[config.mk]
export PLATFORM = sky130hd
export DESIGN_NAME = fsmc_slave_router
export DESIGN_NICKNAME = d
export VERILOG_FILES = /design/src/rtl/fsmc_slave_router.sv
export SDC_FILE = /design/constraint.sdc
export NUM_CORES = 1
export LEC_CHECK = 0
export ABC_AREA = 1
export BUFFER_PORTS_ARGS = -buffer_cell sky130_fd_sc_hd__buf_2
export CAP_MARGIN = 20
export CORE_ASPECT_RATIO = 0.9
export CORE_UTILIZATION = 50
export CTS_BUF_LIST = sky130_fd_sc_hd__clkbuf_8
export DETAILED_ROUTE_END_ITERATION = 8
export GPL_TIMING_DRIVEN = 0
export PLACE_DENSITY = 0.83
export SYNTH_ARGS = -nofsm -noshare
export SYNTH_HDL_FRONTEND = slang
export SYNTH_SLANG_ARGS = --single-unit
[constraint.sdc]
create_clock -name clk -period 2.17 [get_ports clk]
set_clock_uncertainty 0.05 [all_clocks]
set_input_delay 0.434 -clock clk [delete_from_list [all_inputs] [get_ports clk]]
set_output_delay 0.434 -clock clk [all_outputs]
set_load 0.005 [all_outputs]
[src/rtl/fsmc_slave_router.sv]
// fsmc_slave_router
// Bridges the fsmc_interface transaction view (en_cs level, module_in
// address/data, cs_addr_latch slot) onto up to 8 register-mapped slaves.
// Each transaction turns into one single-cycle read or write strobe. Read
// data comes back through module_out, and cs_state tells the interface that
// this router is driving the read data.
//
// Ports:
//   clk, reset        system clock, asynchronous active-low reset
//   en_cs             transaction-active level
//   module_in         address at en_cs rise, write data at en_cs fall
//   cs_addr_latch     slot select
//   noe_n             raw FSMC NOE pin (asynchronous)
//   module_out        read data to the interface
//   cs_state          1 while the router owns the current transaction
//   wr_stb / rd_stb   one-hot, single-cycle per-slave strobes
//   bus_addr          latched register offset
//   bus_wdata         write data, valid in the wr_stb cycle
//   rd_data / rd_ack  flattened slave read data and per-slave valid
//   err_cnt           saturating count of timeouts / unmapped accesses
//   busy              state machine not idle
module fsmc_slave_router #(
    parameter int          NUM_SLAVES = 4,
    parameter int          OFFS_W     = 8,
    parameter int          TIMEOUT    = 16,
    parameter logic [15:0] ERR_PAT    = 16'hDEAD
) (
    input  logic                     clk,
    input  logic                     reset,
    input  logic                     en_cs,
    input  logic [15:0]              module_in,
    input  logic [2:0]               cs_addr_latch,
    input  logic                     noe_n,
    output logic [15:0]              module_out,
    output logic                     cs_state,
    output logic [NUM_SLAVES-1:0]    wr_stb,
    output logic [NUM_SLAVES-1:0]    rd_stb,
    output logic [OFFS_W-1:0]        bus_addr,
    output logic [15:0]              bus_wdata,
    input  logic [16*NUM_SLAVES-1:0] rd_data,
    input  logic [NUM_SLAVES-1:0]    rd_ack,
    output logic [7:0]               err_cnt,
    output logic                     busy
);

    typedef enum logic [2:0] {
        S_IDLE,
        S_ACTIVE,
        S_RD_WAIT,
        S_RD_HOLD,
        S_WR_PULSE
    } state_t;

    localparam int            TW     = $clog2(TIMEOUT);
    localparam logic [TW-1:0] T_LAST = TW'(TIMEOUT - 1);
    localparam logic [3:0]    NS     = 4'(NUM_SLAVES);

    state_t              state_q, state_d;
    logic [2:0]          slot_q, slot_d;
    logic [TW-1:0]       timer_q, timer_d;
    logic                rd_seen_q, rd_seen_d;
    logic [15:0]         module_out_q, module_out_d;
    logic                cs_state_q, cs_state_d;
    logic [NUM_SLAVES-1:0] wr_stb_q, wr_stb_d;
    logic [NUM_SLAVES-1:0] rd_stb_q, rd_stb_d;
    logic [OFFS_W-1:0]   bus_addr_q, bus_addr_d;
    logic [15:0]         bus_wdata_q, bus_wdata_d;
    logic [7:0]          err_cnt_q, err_cnt_d;
    logic                err_inc;

    logic noe_s1_q, noe_s_q;
    logic en_cs_d_q;
    logic rise, fall;

    // Slot index is always 3 bits; pad the slave-side vectors out to 8 slots
    // so unmapped slot numbers index zeros instead of running off the end.
    logic [7:0]       ack_pad;
    logic [7:0][15:0] data_pad;
    logic [7:0]       slot_oh;
    logic             mapped;

    for (genvar k = 0; k < 8; k++) begin : g_pad
        if (k < NUM_SLAVES) begin : g_on
            assign ack_pad[k]  = rd_ack[k];
            assign data_pad[k] = rd_data[16*k +: 16];
        end else begin : g_off
            assign ack_pad[k]  = 1'b0;
            assign data_pad[k] = 16'h0000;
        end
    end

    assign rise    = en_cs & ~en_cs_d_q;
    assign fall    = ~en_cs & en_cs_d_q;
    assign slot_oh = 8'd1 << slot_q;
    assign mapped  = ({1'b0, slot_q} < NS);

    always_comb begin
        state_d      = state_q;
        slot_d       = slot_q;
        timer_d      = timer_q;
        rd_seen_d    = rd_seen_q;
        module_out_d = module_out_q;
        bus_addr_d   = bus_addr_q;
        bus_wdata_d  = bus_wdata_q;
        wr_stb_d     = '0;
        rd_stb_d     = '0;
        err_inc      = 1'b0;

        case (state_q)
            S_IDLE: begin
                if (rise) begin
                    slot_d     = cs_addr_latch;
                    bus_addr_d = module_in[OFFS_W-1:0];
                    rd_seen_d  = 1'b0;
                    state_d    = S_ACTIVE;
                end
            end
            S_ACTIVE: begin
                if (fall && !noe_s_q) begin
                    // NOE low and CS gone together: the read is already over.
                    state_d = S_IDLE;
                end else if (!noe_s_q) begin
                    rd_seen_d = 1'b1;
                    if (mapped) begin
                        rd_stb_d = slot_oh[NUM_SLAVES-1:0];
                        timer_d  = '0;
                        state_d  = S_RD_WAIT;
                    end else begin
                        module_out_d = ERR_PAT;
                        err_inc      = 1'b1;
                        state_d      = S_RD_HOLD;
                    end
                end else if (fall) begin
                    if (!rd_seen_q && mapped) begin
                        bus_wdata_d = module_in;
                        wr_stb_d    = slot_oh[NUM_SLAVES-1:0];
                        state_d     = S_WR_PULSE;
                    end else begin
                        err_inc = !rd_seen_q;
                        state_d = S_IDLE;
                    end
                end
            end
            S_RD_WAIT: begin
                if (fall) begin
                    state_d = S_IDLE;
                end else if (ack_pad[slot_q]) begin
                    // Ack beats the timeout even on the last timer cycle.
                    module_out_d = data_pad[slot_q];
                    state_d      = S_RD_HOLD;
                end else if (timer_q == T_LAST) begin
                    module_out_d = ERR_PAT;
                    err_inc      = 1'b1;
                    state_d      = S_RD_HOLD;
                end else begin
                    timer_d = timer_q + 1'b1;
                end
            end
            S_RD_HOLD: begin
                if (fall) state_d = S_IDLE;
            end
            S_WR_PULSE: begin
                state_d = S_IDLE;
            end
            default: state_d = S_IDLE;
        endcase

        if (state_d == S_IDLE) rd_seen_d = 1'b0;
        cs_state_d = (state_d != S_IDLE);
        err_cnt_d  = (err_inc && err_cnt_q != 8'hFF) ? err_cnt_q + 8'd1 : err_cnt_q;
    end

    always_ff @(posedge clk or negedge reset) begin
        if (!reset) begin
            state_q      <= S_IDLE;
            slot_q       <= '0;
            timer_q      <= '0;
            rd_seen_q    <= 1'b0;
            module_out_q <= '0;
            cs_state_q   <= 1'b0;
            wr_stb_q     <= '0;
            rd_stb_q     <= '0;
            bus_addr_q   <= '0;
            bus_wdata_q  <= '0;
            err_cnt_q    <= '0;
            noe_s1_q     <= 1'b1;
            noe_s_q      <= 1'b1;
            en_cs_d_q    <= 1'b0;
        end else begin
            state_q      <= state_d;
            slot_q       <= slot_d;
            timer_q      <= timer_d;
            rd_seen_q    <= rd_seen_d;
            module_out_q <= module_out_d;
            cs_state_q   <= cs_state_d;
            wr_stb_q     <= wr_stb_d;
            rd_stb_q     <= rd_stb_d;
            bus_addr_q   <= bus_addr_d;
            bus_wdata_q  <= bus_wdata_d;
            err_cnt_q    <= err_cnt_d;
            noe_s1_q     <= noe_n;
            noe_s_q      <= noe_s1_q;
            en_cs_d_q    <= en_cs;
        end
    end

    assign module_out = module_out_q;
    assign cs_state   = cs_state_q;
    assign wr_stb     = wr_stb_q;
    assign rd_stb     = rd_stb_q;
    assign bus_addr   = bus_addr_q;
    assign bus_wdata  = bus_wdata_q;
    assign err_cnt    = err_cnt_q;
    assign busy       = (state_q != S_IDLE);

endmodule
After elaboration in Yosys (flattened, before gate mapping). Cells that the tools add are included.

Input port bits: 91. Register bits: 71. Output and inout port bits: 58. Word-level logic and storage cells: 108.

Shift-type cells: 1. Muxes and demuxes: 52. Bitwise logic cells: 5. Eq/ne operators: 16. Magnitude comparators: 2. Reductions and logical operators: 16. Add/subtract/negate cells: 2.

Operator list (count): $mux W16 (7); $mux W4 (15); $bmux W16 S3 (1); $pmux W16 S2 (1); $mux W3 (9); $mux W1 (14); $ne A2 B2 Y1 const B (7); $ne A3 B3 Y1 const B (4); $pmux W3 S4 (1); $reduce_bool A3 Y1 (3); $add A8 B1 Y8 const B (1); $ne A8 B8 Y1 const B (1); $pmux W4 S2 (1); $reduce_and A7 Y1 (1); $eq A3 B2 Y1 const B (2); $logic_not A3 Y1 (2); $reduce_and A6 Y1 (1); $reduce_and A5 Y1 (1); $add A4 B1 Y4 const B (1); $eq A4 B4 Y1 const B (1); $lt A3 B4 Y1 const B (1); $pmux W1 S2 (2); $reduce_and A4 Y1 (1); $shl A1 B3 Y4 const A (1); 9 further kinds (15).

Depth between registers and ports, before layout. Gate-level depths: netlist of the first run.

Word-level depth: 10. Gate-level depth with buffers: 12. Mapped depth without buffers: 11.

Worst setup path before layout of the first run. No wires, ideal clock.

Path kind: reg-to-reg. Start point: register state_q[2]. End point: register module_out_q[10] (netlist: module_out[10]). Path slack: 0.554 ns. Cell stages (with the launch flop): 10. Arrival: 1.450 ns. Required time: 2.004 ns. Clock period less this slack: 1.616 ns. Cell sequence: dfrtp_1 > nor2_2 > nand2_2 > nand2_1 > o21ai_2 > nor3_4 > nand2_4 > buf_6 > nand2_1 > nand2_1.

Longest elaborated chain between the ends: 3. Elaborated cells on any way between the ends: 10.

Ends and longest elaborated chain: from (decl) (line 58) `state_t state_q, state_d;`; from (signal assigned) (line 190) `state_q <= state_d;`; $eq A3 B2 Y1 / $eq A3 B1 Y1 (equally long branches) (line 109) `case (state_q)`; $ne A3 B3 Y1 (no line), or another cell as far along; $reduce_and A6 Y1 (no line); to (signal assigned) (line 194) `module_out_q <= module_out_d;`; to (decl) (line 62) `logic [15:0] module_out_q, module_out_d;`.

Several ways; a longest one is shown, not always the timed one. A chain may end at the register's enable or synchronous reset.

Final worst setup path of the first run.
Start point: register state_q[2]. End point: register err_cnt_q[5] (netlist: err_cnt[5]).

Longest elaborated chain between the ends: 3. Elaborated cells on any way between the ends: 4.

Ends and longest elaborated chain: $eq A3 B2 Y1 / $eq A3 B1 Y1 (equally long branches) (line 109); $pmux W1 S2 (*) (line 109); $logic_and A1 B1 Y1 (*) (line 170) `err_cnt_d = (err_inc && err_cnt_q != 8'hFF) ? err_cnt_q + 8'd1 : err_cnt_q;`; to (signal assigned) (line 200) `err_cnt_q <= err_cnt_d;`; to (decl) (line 68) `logic [7:0] err_cnt_q, err_cnt_d;`.

Every way passes the cells marked *; elsewhere a longest branch is shown, timed or not.

==> results of run 1 <==
==> layout by cell type, fill, tap and decap left out, drive strengths merged, types with 2 or more instances in the layout <==
cell and n:
nand4 4, nor2 38, dfrtp 69, or2 3, dfstp 2, bufinv 4
ha 2, clkbuf 18, nand3 31, xnor2 5, inv 27, buf 158
clkinv 3, xor2 3, nor3 4, o21ai 28, a21oi 33, nand2 210
==> per-stage QoR <==
| step | total power [mW] | cell area (um2) | hold slack (ns) |
|---|---|---|---|
| 4_1_cts | 6.02 | 4700 | 0.137 |
| 5_1_grt | 6.51 | 4700 | 0.119 |
| 3_3_place_gp | 4.56 | 4440 | 0.298 |
| 3_5_place_dp | 4.65 | 4440 | 0.306 |
| 6_report | 6.01 | 4700 | 0.153 |
| 2_1_floorplan | 3.67 | 3580 | 0.0884 |
==> logic make-up after synthesis <==
logic type / after synthesis
and+or+nand+nor: 290
DFF: 71
AOI/OAI and AO/OA: 63
buffers and inverters: 47
xor gates and xnor gates: 8
adders and majority gates: 2
==> worst register-to-register path, delay by kind of cell, from the launching register on <==
family          cells  cell delay (ns)
flops               1             0.43
compound gates      1             0.07
simple gates        7             1.29
==> cell type report <==
cell class / instances / share of cell area
buffer: 19 / 0.0189
clock buffer: 9 / 0.0264
clock inverter: 6 / 0.0285
inverter: 28 / 0.0224
multi-input combinational: 363 / 0.343
sequential: 71 / 0.378
tap: 90 / 0.0240
timing repair buffer: 148 / 0.158
==> state kept, by name, indices dropped and copies added, names as in the netlist <==
register    cells
err_cnt         8
noe_s_q         1
wr_stb          4
cs_state        1
bus_wdata      16
state_q         3
module_out     16
noe_s1_q        1
timer_q         4
rd_seen_q       1
en_cs_d_q       1
slot_q          3
bus_addr        8
rd_stb          4
==> power by group <==
group          switching [mW]  internal [mW]  total, mW
logic                    1.63          0.978       2.61
clock network           0.469          0.873       1.34
registers               0.278           1.78       2.06
==> how the worst max path moves through the flow <==
stage	slack (ns)	to	cells after the start	start
3_5_place_dp	0.19	module_out[12]	11	en_cs
3_3_place_gp	0.22	module_out[0]	12	slot_q[0]
2_1_floorplan	0.55	module_out[10]	9	state_q[2]
6_report	0.20	err_cnt[5]	8	state_q[2]
5_1_grt	0.02	err_cnt[5]	8	state_q[0]
4_1_cts	0.17	module_out[2]	12	slot_q[0]
==> metal layers <==
metal | GRT usage | routed length [um] | up-vias
li1 | - | - | 1840
met1 | 0.328 | 4220 | 1792
met2 | 0.468 | 4700 | 157
met3 | 0.0705 | 654 | 10
met4 | 0.0524 | 75 | 0
met5 | 0 | 0 | -
==> timing repair <==
item / in CTS / in global routing
resized for setup: 0 / 1
setup endpoints to repair: 0 / 1
hold buffers: 0 / 0
==> reports/qor.csv, run 1 <==
metric;value;unit
critical_path_peak_fanout;10;
power.leakage;2.63;nW
post_synth_mux_area_share;0;
vias;3799;
synth.most_common_cell;nand2_1;
layout_cells_sized_above_1;0.297;
nNetsFinal;733;
arrival_time_reported_for_the_critical_path_endpoint;2.14;ns
portBuffers;148;
first_global_vias;3470;
worst_hold_path.num_cells;1;
grt_first_pass_wirelength;15.5;mm
core.rowCount;28;
route.detailed.wl_per_inst;13.1;um
cts-buffers-inserted;9;
synth_seq_cells;71;
timing.critical_path.buf_inv;0;
final.fill_count;553;
synth_sequential_area_ratio;0.497;
setup_slack;0.201;ns
cp_top_family;simple AND/OR/NAND/NOR gates;
timing.fmax;508;MHz
r2r_slack;0.20;ns
die_height;82.3;um
ant_diodes;0;
setup_tns;0;ns
final_period_minus_worst_setup_slack;1.97;ns
cp_data_required_time;2.34;ns
hold_end;noe_s1_q;
clk_root_buffer_cell;clkbuf_8;
register_area;1780;um2
complex_gate_fraction_of_the_synthesized_area;0.0901;
clk_path_buf_depth;2;
fp.coreArea;6760;um2
clk-insertion-delay-late;0.33;ns
critical_path.most_common_cell;nand2_1;
final_cells;734;
die_w;91.2;um
tightest_slew;0.861;ns
finalCoreUtilization;0.695;
yosys.area_share.xor_xnor;0.0196;
detail_route.drc_violations;0;
regToRegStartpoint;state_q[2];
finalWeightedCongestion;0.875;
globalRouteOverflowTotal;0;
crit_path_top_delay_cell;dfrtp_1;
synth_top_cells_by_count;206 x nand2_1, 69 x dfrtp_1, 36 x nor2_1, 33 x a21oi_1, 30 x nand3_1;
setup_viol_count_final;0;
synth_simple_gate_area_share;0.333;
grt_setup_unrepaired;no;
synth_largest_type_area_fraction;0.482;
viasPerCell;5.18;
dp_cells;719;
postSynthAreaPerCell;7.45;um2
clk_pin_slew;0.07;ns
worst_ir_drop_on_vdd;0.000707;V
netlist_area;3580;um2
yosysUniqueCellTypes;31;
dpl_worst_slack;0.185;ns
hold_violations;0;
drt_iter0_markers;273;
timing.final.max_slew_violations;0;
critical_hold_path_startpoint;noe_n;
r2r.worst_path.cells;8;
total_area_of_multi_input_combinational_cells;1610;um2
detailedRoute.firstPassIterationCount;5;
initial_utilization;0.530;
detail-route-antenna-nets;0;
reg2reg_to;err_cnt[5];
dieArea;7510;um2
dp_hpwl;7.14;mm
power_density_over_the_cells;1280;nW/um2
final.period_utilization;0.907;
cap_violations;0;
synthesis.instances;481;
synth-async-reset-ratio;1.00;
timing.max_slew.rel_slack;0.426;
synth.yosys.warnings;0;
synth_area_leaders;dfrtp_1 48%, nand2_1 22%, a21oi_1 4.6%;
cts_max_level;3;
status;completed;
worst_hold_path_type;in2reg;
io_pins;149;
postCtsSetupBuffers;0;
net_count_after_synthesis;574;
maximum_number_of_pins_on_one_net_before_global_route_repair;72;
worst_path_largest_cell_delay;0.43;ns
synth-main-ff-cell;dfrtp_1;
area_growth;31.2;%
cp_cell_sequence;nor3_2, nand2_1, nor2_1, nand2_1, nand2_1, nand2_2, nand2_1, o21ai_0;
critPathKind;reg2reg;
groute.usage.overall;0.263;
dominant_combinational_cell_family_by_area_after_synthesis;simple AND/OR/NAND/NOR gates;
tritoncts_sinks;71;
synth_fa_ha_area_frac;0.00699;
route.final.wire_length;9.65;mm
number_of_antenna_violations_at_the_first_check_in_global_routing;0;
setup.worst_path.start_class;flip-flop;
synth-edff-count;0;
crit_path_end_kind;flip-flop;
yosysTopAreaCell;dfrtp_1;
cts_tree;built;
Power figures use the tool's default switching activity.
==> run 2, diff against run 1 <==
==> config.mk (replaced) <==
export PLATFORM = sky130hd
export DESIGN_NAME = fsmc_slave_router
export DESIGN_NICKNAME = d
export VERILOG_FILES = /design/src/rtl/fsmc_slave_router.sv
export SDC_FILE = /design/constraint.sdc
export NUM_CORES = 1
export LEC_CHECK = 0
export BUFFER_PORTS_ARGS = -buffer_cell sky130_fd_sc_hd__buf_2
export CAP_MARGIN = 20
export CORE_ASPECT_RATIO = 0.9
export CORE_UTILIZATION = 47
export DETAILED_ROUTE_END_ITERATION = 8
export GPL_TIMING_DRIVEN = 0
export PLACE_DENSITY = 0.8
export SYNTH_ARGS = -nofsm -noshare
export SYNTH_HDL_FRONTEND = slang
export SYNTH_SLANG_ARGS = --single-unit
==> reports/qor.csv, run 2 <==
metric;value;unit;change
status;finished, violations left;;
violations_in_the_final_reports;setup timing;;
initial_utilization;0.494;;-0.0358
most-common-layout-cells;147 x buf_2, 67 x dfrtp_1, 58 x nand2_1;;
area_growth;34.4;%;
route.final.wire_length;8.30;mm;-14%
dp_cells;517;;-28%
worst_path_largest_cell_delay;0.46;ns;+0.03 ns
hold_violations;0;;unchanged
layout_commonest_cell;buf_2;;
power.share.combinational;0.425;;-0.009
timing.max_slew.rel_slack;0.428;;+0.00163
setup_slack;-0.0175;ns;-0.218 ns
layout_cells_sized_above_1;0.497;;+0.200
worst_ir_drop_on_vdd;0.000702;V;-0.69%
clk_root_buffer_cell;clkbuf_8;;
route.detailed.wl_per_inst;15.4;um;+17%
synth-async-reset-ratio;1.00;;unchanged
die_height;81.4;um;-1.2%
ant_diodes;0;;unchanged
synthesis.instances;279;;-42%
yosysUniqueCellTypes;40;;+29%
fp.coreArea;6660;um2;-1.6%
final.period_utilization;1.01;;+0.101
synth_sequential_area_ratio;0.541;;+0.0444
dieArea;7330;um2;-2.3%
layout.cell_area.non_filler;4420;um2;-6.0%
timing.fmax;457;MHz;-10%
register_area;1780;um2;+0.14%
crit_path_end_kind;flip-flop;;
crit_path_top_delay_cell;dfrtp_2;;
cts-buffers-inserted;9;;unchanged
first_global_vias;2607;;-25%
worst_hold_path_type;in2async;;
synth_seq_cells;71;;unchanged
synth.most_common_cell;dfrtp_1;;
tritoncts_sinks;71;;unchanged
cp_cell_sequence;or3b_4, o41a_1, a311o_1, buf_6, nor3_4, xor2_1;;
groute.usage.overall;0.226;;-0.0369
postPlaceCellArea;4150;um2;-6.6%
synth_largest_type_area_fraction;0.525;;+0.0431
power.leakage;2.30;nW;-13%
grt_setup_unrepaired;yes;;
netlist_area;3290;um2;-8.2%
cap_violations;0;;unchanged
portBuffers;148;;unchanged
cts_tree;built;;
detailedRoute.firstPassIterationCount;4;;-1
number_of_antenna_violations_at_the_first_check_in_global_routing;0;;unchanged
maximum_number_of_pins_on_one_net_before_global_route_repair;72;;unchanged
final_period_minus_worst_setup_slack;2.19;ns;+0.218 ns
total_area_of_multi_input_combinational_cells;1420;um2;-12%
cts_max_level;3;;unchanged
detail-route-antenna-nets;0;;unchanged
postSynthAreaPerCell;11.8;um2;+58%
netSwitchingFraction;0.347;;-0.0478
critical_path_peak_fanout;8;;-2
core.rowCount;28;;unchanged
arrival_time_reported_for_the_critical_path_endpoint;2.39;ns;+0.25 ns
yosysTopAreaCell;dfrtp_1;;
vias;2749;;-28%
drt_iter0_markers;203;;-26%
synth-edff-count;0;;unchanged
viasPerCell;5.10;;-1.5%
globalRouteOverflowTotal;0;;unchanged
critPathKind;reg2reg;;
setup.worst_path.start_class;flip-flop;;
timing.final.max_slew_violations;0;;unchanged
clk_path_buf_depth;2;;unchanged
die_w;90.2;um;-1.2%
tightest_slew;0.858;ns;-0.00244 ns
finalWeightedCongestion;0.917;;+4.9%
final_cells;539;;-27%
total_net_switching_power;1.80;mW;-24%
p_int;3.39;mW;-6.8%
nNetsFinal;538;;-27%
clk_pin_slew;0.08;ns;about the same
detail_route.drc_violations;0;;unchanged
final.fill_count;531;;-4.0%
clk-insertion-delay-late;0.33;ns;about the same
hold_buffer_count_at_cts;0;;unchanged
synth_area_leaders;dfrtp_1 53%, mux4_2 11%, nand2_1 6.6%;;
synth.yosys.warnings;0;;unchanged
dp_hpwl;6.22;mm;-13%
net_count_after_synthesis;372;;-35%
power_density_over_the_cells;1180;nW/um2;-8.1%
fraction_of_power_consumed_by_the_clock_network;0.173;;-0.050
cp_data_required_time;2.37;ns;+0.03 ns
io_pins;149;;unchanged
dpl_worst_slack;-0.218;ns;-0.403 ns
seq_power_share;0.402;;+0.059
grt_first_pass_wirelength;12.6;mm;-19%
setup_viol_count_final;1;;+1
synth-main-ff-cell;dfrtp_1;;
synth_top_cells_by_count;69 x dfrtp_1, 58 x nand2_1, 16 x mux4_2, 15 x inv_1, 14 x nor2_1;;
-- run 2: timing repair --
item	in CTS	in global routing
pin swaps	7	1
resized for setup	9	7
setup endpoints to repair	28	29
buffers inserted	9	1
-- run 2: cell type report --
cell class	count	share of cell area
clock inverter	4	0.00510
buffer	11	0.0136
multi-input combinational	178	0.322
clock buffer	11	0.0320
sequential	71	0.403
timing repair buffer	158	0.185
inverter	16	0.0136
tap	90	0.0255
-- run 2: worst paths after layout --
kind / slack [ns] / cells after the start / from / endpoint
max: -0.02 / 6 / state_q[0] / err_cnt[7]
min: 0.14 / 1 / reset / bus_addr[3]
max reg2reg: -0.02 / 6 / state_q[0] / err_cnt[7]
min reg2reg: 0.31 / 0 / noe_s1_q / noe_s_q
max in group asynchronous: 1.29 / 1 / reset / state_q[0]
min in group clk: 0.15 / 1 / noe_n / noe_s1_q
-- run 2: through the flow --
stage                     utilization  power (mW)  hold slack [ns]  TNS, ns
after global placement          0.622        4.10            0.298    -3.23
after global routing            0.664        5.54            0.121   -0.474
final                           0.664        5.19            0.144  -0.0175
after floorplan                     -        3.38           0.0884        0
after CTS                       0.660        5.20            0.130  -0.0548
after detailed placement        0.623        4.18            0.305    -4.32
-- run 2: cell families after synthesis --
| logic type | after synthesis | synth area share |
|---|---|---|
| buffers and inverters | 30 | 0.0400 |
| flip-flops | 71 | 0.541 |
| multiplexers | 29 | 0.159 |
| AND/OR/NAND/NOR | 107 | 0.151 |
| adder cells (fa/ha/maj) | 2 | 0.00761 |
| AO/OA/AOI/OAI | 30 | 0.0750 |
| XOR/XNOR | 10 | 0.0266 |
-- run 2: power groups by stage --
stage	Sequential (mW)	Combinational, mW	Clock [mW]
3_3_place_gp	2.05	2.05	0
6_report	2.09	2.21	0.900
2_1_floorplan	2.08	1.30	0
4_1_cts	2.07	2.21	0.927
5_1_grt	2.15	2.41	0.983
3_5_place_dp	2.07	2.11	0
-- run 2: critical path: cells and delay by family (launching register included) --
family,cells,cell delay (ns)
AOI/OAI and AO/OA,2,0.73
and+or+nand+nor,2,0.57
DFF,1,0.46
buffers and inverters,1,0.15
xor gates and xnor gates,1,0.15
-- run 2: routing by layer --
| metal | wire length (um) | global-route usage | vias to the layer above |
|---|---|---|---|
| li1 | - | - | 1305 |
| met1 | 3620 | 0.310 | 1348 |
| met2 | 4070 | 0.352 | 88 |
| met3 | 551 | 0.0655 | 8 |
| met4 | 57 | 0.0677 | 0 |
| met5 | 0 | 0 | - |
